`src/rtl/axis_2_fifo_adapter.sv`:
```
// axis_2_fifo_adapter: AXI-Stream sink that forwards beats into a FIFO write port.
// Beats pass through a two-entry skid buffer (main + skid). o_axis_tready is
// registered and drops whenever the skid entry is occupied. The FIFO write
// strobe is combinational from the main entry and i_fifo_not_full.
// Optional feature: define AXIS_2_FIFO_PKT_CNT_EN to build the packet counter
// that counts FIFO writes carrying tlast. Without it, o_pkt_count is tied to 0.
module axis_2_fifo_adapter #(
  parameter int unsigned AXIS_DATA_WIDTH = 32,
  parameter int unsigned FIFO_DATA_WIDTH = AXIS_DATA_WIDTH,
  parameter int unsigned PKT_CNT_WIDTH   = 16
) (
  input  logic                       i_clk,
  input  logic                       i_rst,
  input  logic [AXIS_DATA_WIDTH-1:0] i_axis_tdata,
  input  logic                       i_axis_tvalid,
  output logic                       o_axis_tready,
  input  logic                       i_axis_tlast,
  input  logic                       i_axis_tuser,
  output logic [FIFO_DATA_WIDTH-1:0] o_fifo_data,
  output logic                       o_fifo_w_stb,
  input  logic                       i_fifo_not_full,
  output logic [PKT_CNT_WIDTH-1:0]   o_pkt_count
);

  localparam int unsigned DW = AXIS_DATA_WIDTH;

  // Buffer state
  logic [DW-1:0] main_data_q, main_data_d;
  logic          main_last_q, main_last_d;
  logic          main_valid_q, main_valid_d;
  logic [DW-1:0] skid_data_q, skid_data_d;
  logic          skid_last_q, skid_last_d;
  logic          skid_valid_q, skid_valid_d;
  logic          tready_q, tready_d;

  logic          accept;
  logic          main_free;
  logic          unused_ok;

  // Handshake terms
  assign accept       = i_axis_tvalid & tready_q;
  assign o_fifo_w_stb = main_valid_q & i_fifo_not_full;
  assign main_free    = ~main_valid_q | o_fifo_w_stb;

  // FIFO side is fed straight from the main entry, zero-extended
  assign o_fifo_data   = FIFO_DATA_WIDTH'(main_data_q);
  assign o_axis_tready = tready_q;

  // tuser is ignored; last only feeds the optional counter
  assign unused_ok = ^{i_axis_tuser, main_last_q};

  // Next-state for main/skid entries and the ready flag
  always_comb begin
    main_data_d  = main_data_q;
    main_last_d  = main_last_q;
    main_valid_d = main_valid_q;
    skid_data_d  = skid_data_q;
    skid_last_d  = skid_last_q;
    skid_valid_d = skid_valid_q;

    if (main_free) begin
      if (skid_valid_q) begin
        // Oldest beat lives in skid, so it refills main first
        main_data_d  = skid_data_q;
        main_last_d  = skid_last_q;
        main_valid_d = 1'b1;
        skid_valid_d = 1'b0;
      end else if (accept) begin
        main_data_d  = i_axis_tdata;
        main_last_d  = i_axis_tlast;
        main_valid_d = 1'b1;
      end else begin
        main_valid_d = 1'b0;
      end
    end

    // New beat parks in skid whenever main cannot take it this cycle
    if (accept && !(main_free && !skid_valid_q)) begin
      skid_data_d  = i_axis_tdata;
      skid_last_d  = i_axis_tlast;
      skid_valid_d = 1'b1;
    end

    tready_d = ~skid_valid_d;
  end

  // Buffer and ready registers
  always_ff @(posedge i_clk or posedge i_rst) begin
    if (i_rst) begin
      main_data_q  <= '0;
      main_last_q  <= 1'b0;
      main_valid_q <= 1'b0;
      skid_data_q  <= '0;
      skid_last_q  <= 1'b0;
      skid_valid_q <= 1'b0;
      tready_q     <= 1'b0;
    end else begin
      main_data_q  <= main_data_d;
      main_last_q  <= main_last_d;
      main_valid_q <= main_valid_d;
      skid_data_q  <= skid_data_d;
      skid_last_q  <= skid_last_d;
      skid_valid_q <= skid_valid_d;
      tready_q     <= tready_d;
    end
  end

`ifdef AXIS_2_FIFO_PKT_CNT_EN
  logic [PKT_CNT_WIDTH-1:0] pkt_count_q, pkt_count_d;

  // Count packets as their last beat is written to the FIFO
  always_comb begin
    pkt_count_d = pkt_count_q;
    if (o_fifo_w_stb && main_last_q) begin
      pkt_count_d = pkt_count_q + PKT_CNT_WIDTH'(1);
    end
  end

  // Packet counter register
  always_ff @(posedge i_clk or posedge i_rst) begin
    if (i_rst) begin
      pkt_count_q <= '0;
    end else begin
      pkt_count_q <= pkt_count_d;
    end
  end

  assign o_pkt_count = pkt_count_q;
`else
  assign o_pkt_count = '0;
`endif

endmodule

```
`config.mk`:
```
export PLATFORM = sky130hd
export DESIGN_NAME = axis_2_fifo_adapter
export DESIGN_NICKNAME = d
export VERILOG_FILES = /design/src/rtl/axis_2_fifo_adapter.sv
export SDC_FILE = /design/constraint.sdc
export NUM_CORES = 1
export LEC_CHECK = 0
export CELL_PAD_IN_SITES_DETAIL_PLACEMENT = 1
export CELL_PAD_IN_SITES_GLOBAL_PLACEMENT = 1
export CORE_ASPECT_RATIO = 0.5
export CORE_UTILIZATION = 42
export CTS_CLUSTER_DIAMETER = 80
export DETAILED_ROUTE_END_ITERATION = 6
export PLACE_DENSITY_LB_ADDON = 0.1
export SYNTH_ARGS = -nofsm -noshare
export SYNTH_HDL_FRONTEND = slang
export SYNTH_SLANG_ARGS = --single-unit
```
`constraint.sdc`:
```
create_clock -name i_clk -period 3.2 [get_ports i_clk]
set_input_delay 0.32 -clock i_clk [delete_from_list [all_inputs] [get_ports i_clk]]
set_output_delay 0.32 -clock i_clk [all_outputs]
set_load 0.005 [all_outputs]
```
# Yosys cells after proc, flatten, opt, wreduce, memory -nomap -nowiden
# Cells that the tools add are included.
[totals]
ff_bits = 67
inputBits = 38
out_inout_bits = 50
elab_cells = 22
[classes]
n_mux = 6
n_bitwise = 5
reduce_logical = 6
[op_table]
columns = ["op", "n"]
rows = [
  ["32-bit two-way mux", 2],
  ["1-bit two-way mux", 4],
  ["1-bit AND", 2],
  ["1-bit logical AND", 2],
  ["1-bit zero test", 2],
  ["1-bit inverter", 2],
  ["2-bit AND reduction", 1],
  ["2-bit nonzero test", 1],
  ["1-bit OR", 1],
]

# Depth between registers and ports, before layout
# Gate-level depths: netlist of the first run.
[depth]
depth_word = 7
ltp_mapped = 5

# Worst setup path after synthesis of the first run
# Ideal clock, no wire load.
[synth_timing]
path_kind = "register to register"
startpoint = "reg skid_valid_q"
endpoint = "reg skid_data_q[0]"
setup_ns = 0.125
arrival_ns = 1.292
t_required_ns = 3.075
setup_slack_ns = 1.782
path_stages_with_launch = 5
path_buffers = 2
synth_period_minus_slack_ns = 1.418
path_cell_list = "dfrtp_1 -> buf_6 -> o211ai_4 -> buf_8 -> mux2_4"
[synth_between]
elab_chain_cells = 4
[synth_rtl]
columns = ["item", "line", "text"]
rows = [
  ["start, declared", "33", "logic skid_valid_q, skid_valid_d;"],
  ["start signal, assigned", "103", "skid_valid_q <= skid_valid_d;"],
  ["1-bit zero test", "78", "if (accept && !(main_free && !skid_valid_q)) begin"],
  ["1-bit logical AND", "78", ""],
  ["1-bit zero test", "78", ""],
  ["1-bit logical AND", "78", ""],
  ["end signal, assigned", "101", "skid_data_q <= skid_data_d;"],
  ["end, declared", "31", "logic [DW-1:0] skid_data_q, skid_data_d;"],
]
# Every way passes these cells.
# A chain may end at the register's enable or synchronous reset.

# Worst setup path in the final report of the first run
[layout_timing]
startpoint = "reg skid_valid_q"
endpoint = "reg main_data_q[28] (netlist: o_fifo_data[28])"
[layout_between]
elab_chain_cells = 2
word_cells_on_any_way = 3
classes_between = "mux: 1; reduce/logical: 2"
[layout_rtl]
columns = ["item", "line", "text"]
rows = [
  ["2-bit nonzero test (no source line)", "--", ""],
  ["2-bit AND reduction (no source line)", "--", ""],
  ["end signal, assigned", "98", "main_data_q <= main_data_d;"],
  ["end, declared", "28", "logic [DW-1:0] main_data_q, main_data_d;"],
]
# Several ways; a longest one is shown, not always the timed one.

==> results.json, run 1 <==
{
  "required_ns": 3.40,
  "port_buffers": 69,
  "chipWidth_um": 125.4,
  "rsz0062_at_grt": "false",
  "r2r-end": "o_fifo_data[28]",
  "hold_violations": 0,
  "cp-start-kind": "register",
  "synth_area_per_cell_um2": 15.98,
  "drt-total-wl_mm": 6.015,
  "worstHoldPathType": "primary input to asynchronous set/reset pin",
  "ff2ff_setup_slack_ns": 0.97,
  "final_nets": 312,
  "cts.sinks": 67,
  "gp_congestion": 0.6843,
  "fmax_ghz": 0.4482,
  "numCtsBuffers": 9,
  "setup_viol": 0,
  "syn_to_final_growth_pct": 28.93,
  "violations": "DRC",
  "antenna_found_initial": 0,
  "cp-endpoint": "o_fifo_data[28]",
  "root_buffer": "clkbuf_16",
  "worstMarginPinSlew_ns": 0.9069,
  "cp_cell_sequence": "a21oi_2 > nor2_4 > buf_4 > mux2_2",
  "wl_per_cell_um": 16.17,
  "fin_skew_ns": 0.002729,
  "slowest_stage": "dfrtp_2",
  "first_pass_iters": 7,
  "viasPerCell": 4.828,
  "maxSlewViolCount": 0,
  "yosys_warnings": 0,
  "critPathMaxFanout": 35,
  "clk_pin_slew_ns": 0.05,
  "grt_max_degree": 36,
  "period_needed_ns": 2.231,
  "cts_tree": "done",
  "dp_hpwl_mm": 4.110,
  "maxSlewHeadroom_pct": 39.54,
  "ys_ff_latch": 67,
  "worstSetupPathType": "register to register",
  "drc_errors": 4,
  "track_usage_pct": 17.65,
  "n_antenna_cell": 0,
  "rr_worst_depth": 4,
  "cellLeakagePower_nw": 1.809,
  "grt_pass1_wl_mm": 10.58,
  "ys_seq_area_share_pct": 52.47,
  "multi_input_area_mm2": 0.001328,
  "die_area_mm2": 0.007983,
  "first_global_vias": 2096,
  "layout-drive-gt1-share_pct": 42.39,
  "cts_htree_levels": 3,
  "max_stage_delay_ns": 0.96,
  "finalCritPeriodShare_pct": 69.73,
  "ys_types": 15,
  "insertion_delay_ns": 0.32,
  "worst-endpoint-arrival_ns": 2.43,
  "io_pins": 88,
  "cts_resized": 0,
  "synth_area_mm2": 0.003196,
  "overflow": 0,
  "outcome": "finished, violations left",
  "cts_setup_buffers": 0,
  "route.antenna.remaining_nets": 0,
  "seq_area_mm2": 0.001678,
  "clockBufferDepth": 2,
  "vias": 1796,
  "start_util_pct": 43.48,
  "synth_cells": 200,
  "fin_ws_ns": 0.9687,
  "maxCapViolations": 0,
  "tns_ns": 0,
  "p_per_area_mw_per_mm2": 1020,
  "max-vdd-ir-drop_mv": 0.4273,
  "rr_startpoint": "skid_valid_q",
  "dr.first_iter.drc_count": 44,
  "end_kind": "register",
  "nFillCells": 710,
  "hold_buffers": 0,
  "coreArea_mm2": 0.007350,
  "fp.dieH_um": 63.68,
  "post-place-ws_ns": 0.9147,
  "rows": 22,
  "crit_path_start": "skid_valid_q"
}
-- sequential cells by signal, indices dropped and copies added, names as in the netlist --
register / cells
main_valid_q: 1
skid_valid_q: 1
o_axis_tready: 1
o_fifo_data: 32
skid_data_q: 32
-- metrics by stage --
| step | cells | hold slack (ns) | utilization [%] | power, mW | area, um2 |
|---|---|---|---|---|---|
| detailed placement | 359 | 0.4910 | 52.66 | 3.408 | 3870 |
| finish | 372 | 0.3582 | 56.06 | 4.204 | 4120 |
| CTS | 372 | 0.3690 | 56.06 | 4.275 | 4120 |
| floorplan | 215 | 0.4685 | - | 2.785 | 3252 |
| global route | 372 | 0.4156 | 56.06 | 4.503 | 4120 |
| global placement | 359 | 0.4809 | 52.66 | 3.331 | 3870 |
-- area by class of cell --
cell class                      count  share of cell area [%]
Timing Repair Buffer               74                   17.98
Clock buffer                       13                   6.073
Tap cell                           96                   2.915
Sequential cell                    67                   40.72
Inverter                            1                 0.09110
Multi-Input combinational cell    121                   32.22
-- cell usage in the layout (no fill, tap or decap) --
cell type        Yosys  final
dfrtp_1             67     66
nand2_1              2      2
nor2b_4              1      1
clkbuf_1             0      3
inv_2                0      1
a21oi_2              1      1
nor2_4               1      1
mux2_2              68     68
conb_1               1     16
and2_1               2      2
clkbuf_16            0      9
buf_4               16      4
dfrtp_2              0      1
buf_12               0      1
nand2b_1             1      1
clkbuf_8             0      1
mux2_4              28     28
o211ai_4             1      1
clkdlybuf4s50_1      0     69
-- worst max-delay path: cells and delay by family (launching register included) --
family	cells	cell delay, ns
AOI/OAI and AO/OA	1	0.11
buffers and inverters	1	0.30
DFF	1	0.96
and+or+nand+nor	1	0.38
muxes	1	0.36
-- power breakdown --
| part | switching [mW] | total, mW | internal (mW) |
|---|---|---|---|
| combinational | 0.502 | 1.75 | 1.25 |
| clock | 0.304 | 0.836 | 0.532 |
| sequential | 0.328 | 1.62 | 1.29 |
| total | 1.13 | 4.20 | 3.07 |
-- cells in the mapped netlist, drive strengths merged --
master   n  area (um2)
nand2b   1       6.260
nand2    2       7.510
inv      1       3.750
dfrtp   67        1677
and2     2       12.51
o211ai   1       21.27
mux2    96        1186
buf     26       244.0
nor2     1       11.26
a21oi    1       8.760
conb     1       3.750
nor2b    1       13.76
-- kinds of logic (layout without fill, tap and decap cells) --
group / Yosys count / in the layout / synth area share (%)
and+or+nand+nor: 7 / 7 / 1.605
muxes: 96 / 96 / 37.12
other: 1 / 16 / 0.1174
buffers and inverters: 27 / 88 / 7.753
DFF: 67 / 67 / 52.47
AOI/OAI and AO/OA: 2 / 2 / 0.9397
-- worst min-delay path by stage --
| stage | startpoint | end | slack, ns | depth (start not counted) |
|---|---|---|---|---|
| 3_3_place_gp | skid_data_q[12] | skid_data_q[12] | 0.48 | 1 |
| 3_5_place_dp | skid_data_q[0] | skid_data_q[0] | 0.49 | 1 |
| 5_1_grt | i_rst | o_fifo_data[29] | 0.42 | 2 |
| 6_report | i_rst | o_fifo_data[29] | 0.36 | 2 |
| 4_1_cts | i_rst | skid_data_q[29] | 0.37 | 2 |
| 2_1_floorplan | i_axis_tdata[0] | skid_data_q[0] | 0.47 | 1 |
-- metal layers --
layer / wire (um) / global-route usage, % / vias to the layer above
met5: 0 / 0 / -
met1: 2671 / 21.68 / 923
li1: - / - / 814
met3: 308 / 5.862 / 4
met2: 3001 / 28.98 / 55
met4: 34 / 6.860 / 0
Power figures use the tool's default switching activity.
==> run 2, diff against run 1 <==
--- a/config.mk
+++ b/config.mk
@@ -8,7 +8,7 @@
 export CELL_PAD_IN_SITES_DETAIL_PLACEMENT = 1
 export CELL_PAD_IN_SITES_GLOBAL_PLACEMENT = 1
 export CORE_ASPECT_RATIO = 0.5
-export CORE_UTILIZATION = 42
+export CORE_UTILIZATION = 35
 export CTS_CLUSTER_DIAMETER = 80
 export DETAILED_ROUTE_END_ITERATION = 6
 export PLACE_DENSITY_LB_ADDON = 0.1
==> constraint.sdc (replaced) <==
create_clock -name i_clk -period 1.9 [get_ports i_clk]
set_input_delay 0.19 -clock i_clk [delete_from_list [all_inputs] [get_ports i_clk]]
set_output_delay 0.19 -clock i_clk [all_outputs]
set_load 0.005 [all_outputs]
==> results.json, run 2 (synthesis gave the netlist of run 1 again) <==
{
  "outcome": "completed",
  "fin_skew_ns": 0.004689,
  "antenna_found_initial": 0,
  "met2_length_mm": 2.984,
  "rsz0062_at_grt": "false",
  "rr_startpoint": "skid_valid_q",
  "worstHoldPathType": "primary input to asynchronous set/reset pin",
  "fin_ws_ns": 0.3558,
  "wl_met1_mm": 2.795,
  "hold_violations": 0,
  "end_kind": "primary output",
  "dr_wl_met3_um": 345,
  "cts.sinks": 67,
  "layout-drive-gt1-share_pct": 44.17,
  "postPlaceCellArea_mm2": 0.003964,
  "insertion_delay_ns": 0.32,
  "design_area_mm2": 0.004257,
  "fmax_ghz": 0.6476,
  "worstMarginPinSlew_ns": 0.4993,
  "syn_to_final_growth_pct": 33.20,
  "root_buffer": "clkbuf_16",
  "p_per_area_mw_per_mm2": 1732,
  "worst-endpoint-arrival_ns": 1.35,
  "dp_hpwl_mm": 4.195,
  "n_antenna_cell": 0,
  "seq_area_mm2": 0.001678,
  "cts_htree_levels": 3,
  "worstSetupPathType": "primary input to primary output",
  "drt-total-wl_mm": 6.195,
  "setup_viol": 0,
  "track_usage_pct": 14.84,
  "drc_errors": 0,
  "final_nets": 316,
  "fp.dieH_um": 69.57,
  "tns_ns": 0,
  "cellLeakagePower_nw": 1.866,
  "routed.top_layer": "met4",
  "start_util_pct": 36.44,
  "period_needed_ns": 1.544,
  "fin_hold_ws_ns": 0.2207,
  "die_area_mm2": 0.009539,
  "wl_per_cell_um": 15.49,
  "coreArea_mm2": 0.008768,
  "route.antenna.remaining_nets": 0,
  "cts_tree": "done",
  "viasPerCell": 4.503,
  "final_util_pct": 48.54,
  "maxCapViolations": 0,
  "grt_pass1_wl_mm": 10.46,
  "critPathMaxFanout": 2,
  "first_pass_iters": 2,
  "clk_pin_slew_ns": 0.05,
  "required_ns": 1.71,
  "nFillCells": 881,
  "cts_resized": 0,
  "maxSlewHeadroom_pct": 66.66,
  "rows": 24,
  "first_global_vias": 2010,
  "vias": 1801,
  "final_common_cell": "clkdlybuf4s50_1",
  "cp-start-kind": "primary input",
  "gp_congestion": 0.6717,
  "crit_path_start": "i_fifo_not_full",
  "io_pins": 88,
  "port_buffers": 69,
  "maxSlewViolCount": 0,
  "chipWidth_um": 137.1,
  "finalCritPeriodShare_pct": 81.27,
  "final_cell_mix": "69 x clkdlybuf4s50_1, 68 x mux2_2, 66 x dfrtp_1",
  "clockBufferDepth": 2,
  "grt_max_degree": 35,
  "numCtsBuffers": 9,
  "dr.first_iter.drc_count": 46,
  "post-place-ws_ns": 0.1161,
  "multi_input_area_mm2": 0.001328,
  "hold_buffers": 0,
  "cts_setup_buffers": 0,
  "overflow": 0,
  "max-vdd-ir-drop_mv": 0.6606
}
## run 2: cell count changes in the layout (fill, tap and decap cells not counted), sizes merged
cell,delta
buf,+4
clkinv,+1
clkbuf,+2
## run 2: per-stage QoR
stage	total power, mW	std cells
floorplan	4.691	215
global placement	5.731	384
detailed placement	5.842	384
CTS	7.495	400
global route	7.854	400
finish	7.373	400
## run 2: layout make-up
cell class	instances	area share, %
Clock buffer	15	6.761
Sequential cell	67	39.42
Inverter	1	0.08818
Multi-Input combinational cell	121	31.19
Timing Repair Buffer	78	18.99
Tap cell	117	3.439
Clock inverter	1	0.1176
## run 2: worst paths after layout
kind | endpoint | cells past startpoint | slack, ns
worst max-delay path | o_fifo_w_stb | 3 | 0.36
worst min-delay path | skid_data_q[5] | 2 | 0.22
worst max register to register | o_fifo_data[7] | 3 | 0.38
worst min register to register | skid_data_q[2] | 1 | 0.50
max in group asynchronous | skid_valid_q | 3 | 1.10
min in group i_clk | skid_data_q[2] | 1 | 0.50
## run 2: power breakdown
part | total, mW | switching [mW] | internal [mW]
logic | 3.18 | 0.997 | 2.18
clock network | 1.59 | 0.561 | 1.02
registers | 2.61 | 0.427 | 2.18
total | 7.37 | 1.99 | 5.39
## run 2: worst max-delay path, stage by stage
cell             delay (ns)
clkdlybuf4s50_1        0.52
and2_1                 0.15
clkdlybuf4s50_1        0.49
## run 2: metal layers
metal / global-route usage [%] / vias to the layer above
li1: - / 823
met1: 18.47 / 918
met2: 23.91 / 52
met3: 5.263 / 8
met4: 5.006 / 0
met5: 0 / -
==> run 3, diff against run 2 <==
--- a/config.mk
+++ b/config.mk
@@ -8,7 +8,7 @@
 export CELL_PAD_IN_SITES_DETAIL_PLACEMENT = 1
 export CELL_PAD_IN_SITES_GLOBAL_PLACEMENT = 1
 export CORE_ASPECT_RATIO = 0.5
-export CORE_UTILIZATION = 35
+export CORE_UTILIZATION = 39
 export CTS_CLUSTER_DIAMETER = 80
 export DETAILED_ROUTE_END_ITERATION = 6
 export PLACE_DENSITY_LB_ADDON = 0.1
==> constraint.sdc (replaced) <==
create_clock -name i_clk -period 1.6 [get_ports i_clk]
set_input_delay 0.16 -clock i_clk [delete_from_list [all_inputs] [get_ports i_clk]]
set_output_delay 0.16 -clock i_clk [all_outputs]
set_load 0.005 [all_outputs]
==> results.json, run 3 (synthesis gave the netlist of run 1 again) <==
{
  "outcome": "completed",
  "pwr-share-clk_pct": 20.5,
  "tns_ns": 0,
  "wl_per_cell_um": 16.43,
  "cts_setup_buffers": 0,
  "hold_violations": 0,
  "antenna_found_initial": 0,
  "first_pass_iters": 4,
  "fin_skew_ns": 0.004072,
  "first_global_vias": 2046,
  "cp_cell_sequence": "clkdlybuf4s50_1 > and2_1 > clkdlybuf4s50_1",
  "final_nets": 318,
  "layout-drive-gt1-share_pct": 44.21,
  "chipWidth_um": 130.0,
  "maxCapViolations": 0,
  "n_antenna_cell": 0,
  "track_usage_pct": 17.25,
  "end_kind": "primary output",
  "setup_viol": 0,
  "fin_ws_ns": 0.09884,
  "post-place-ws_ns": -0.1041,
  "final_cells": 393,
  "worstHoldPathType": "primary input to asynchronous set/reset pin",
  "switching_power_mw": 2.413,
  "met2_length_mm": 3.118,
  "clk_pin_slew_ns": 0.05,
  "cp-start-kind": "primary input",
  "cts_htree_levels": 3,
  "route.antenna.remaining_nets": 0,
  "dp_cells": 377,
  "maxSlewViolCount": 0,
  "max_stage_delay_ns": 0.52,
  "final_util_pct": 56.01,
  "dr.first_iter.drc_count": 36,
  "period_needed_ns": 1.501,
  "die_area_mm2": 0.008582,
  "required_ns": 1.44,
  "overflow": 0,
  "fp.dieH_um": 66.01,
  "dp_hpwl_mm": 4.399,
  "cp_common_cell": "clkdlybuf4s50_1",
  "worst-endpoint-arrival_ns": 1.34,
  "slowest_stage": "clkdlybuf4s50_1",
  "seqPwrFrac_pct": 35.3,
  "gp_congestion": 0.6408,
  "dr_wl_met3_um": 327,
  "cts_resized": 0,
  "start_util_pct": 41.91,
  "viasPerCell": 4.644,
  "cts_tree": "done",
  "coreArea_mm2": 0.007625,
  "rows": 22,
  "cellLeakagePower_nw": 1.873,
  "drt-total-wl_mm": 6.456,
  "final_cell_mix": "69 x clkdlybuf4s50_1, 68 x mux2_2, 66 x dfrtp_1",
  "clockBufferDepth": 2,
  "fmax_ghz": 0.6662,
  "p_sw_share_pct": 27.41,
  "finalCritPeriodShare_pct": 93.82,
  "rsz0062_at_grt": "false",
  "cts.sinks": 67,
  "vias": 1825,
  "syn_to_final_growth_pct": 33.63,
  "insertion_delay_ns": 0.33,
  "root_buffer": "clkbuf_16",
  "critPathMaxFanout": 2,
  "grt_pass1_wl_mm": 10.71,
  "worstSetupPathType": "primary input to primary output",
  "wl_met1_mm": 2.920,
  "p_int_mw": 6.390,
  "p_comb_share_pct": 44.2,
  "routed.top_layer": "met4",
  "final_common_cell": "clkdlybuf4s50_1",
  "fin_hold_ws_ns": 0.2799,
  "drc_errors": 0,
  "hold_buffers": 0,
  "io_pins": 88,
  "port_buffers": 69,
  "p_per_area_mw_per_mm2": 2061,
  "grt_max_degree": 68,
  "max-vdd-ir-drop_mv": 0.7863,
  "numCtsBuffers": 9,
  "rr_worst_depth": 3
}
## run 3: cell count changes in the layout (fill, tap and decap cells not counted)
cell	delta
clkbuf_1	+1
clkinvlp_4	+1
clkbuf_8	-2
buf_12	+2
clkinv_2	+1
inv_2	-1
## run 3: path summary, 6_finish.rpt
path	endpoint	slack, ns	from
worst max-delay path	o_fifo_w_stb	0.1	i_fifo_not_full
worst min-delay path	o_fifo_data[29]	0.28	i_rst
worst max register to register	o_fifo_data[3]	0.1	skid_valid_q
worst min register to register	skid_data_q[1]	0.50	skid_data_q[1]
max in group asynchronous	skid_valid_q	1.00	i_rst
min in group i_clk	skid_data_q[0]	0.48	i_axis_tdata[0]
## run 3: through the flow
stage,cell area (um2),power [mW]
floorplan,3256,5.572
global placement,3996,6.887
detailed placement,3996,7.068
CTS,4270,8.955
global route,4270,9.382
finish,4270,8.803
## run 3: worst max-delay path: cells and delay by family
kind | cells | cell delay [ns]
simple gates | 1 | 0.14
buf+inv | 2 | 1.04
## run 3: cell type report
cell class	instances	area, um2
fill	744	3354
sequential	67	1678
multi-input combinational	121	1328
timing repair buffer	80	848.3
clock buffer	14	264.0
tap	108	135.1
clock inverter	2	10.01
inverter	1	7.507
## run 3: power groups by stage
| stage | Sequential, mW | Combinational (mW) | Clock [mW] |
|---|---|---|---|
| after CTS | 3.12 | 3.97 | 1.87 |
| final | 3.10 | 3.89 | 1.81 |
| after detailed placement | 3.13 | 3.94 | 0 |
| after global placement | 3.06 | 3.83 | 0 |
| after floorplan | 3.00 | 2.57 | 0 |
| after global routing | 3.22 | 4.22 | 1.94 |
## run 3: metal layers
| layer | vias up | track usage, % |
|---|---|---|
| li1 | 831 | - |
| met1 | 923 | 21.27 |
| met2 | 62 | 27.61 |
| met3 | 9 | 6.230 |
| met4 | 0 | 6.977 |
| met5 | - | 0 |
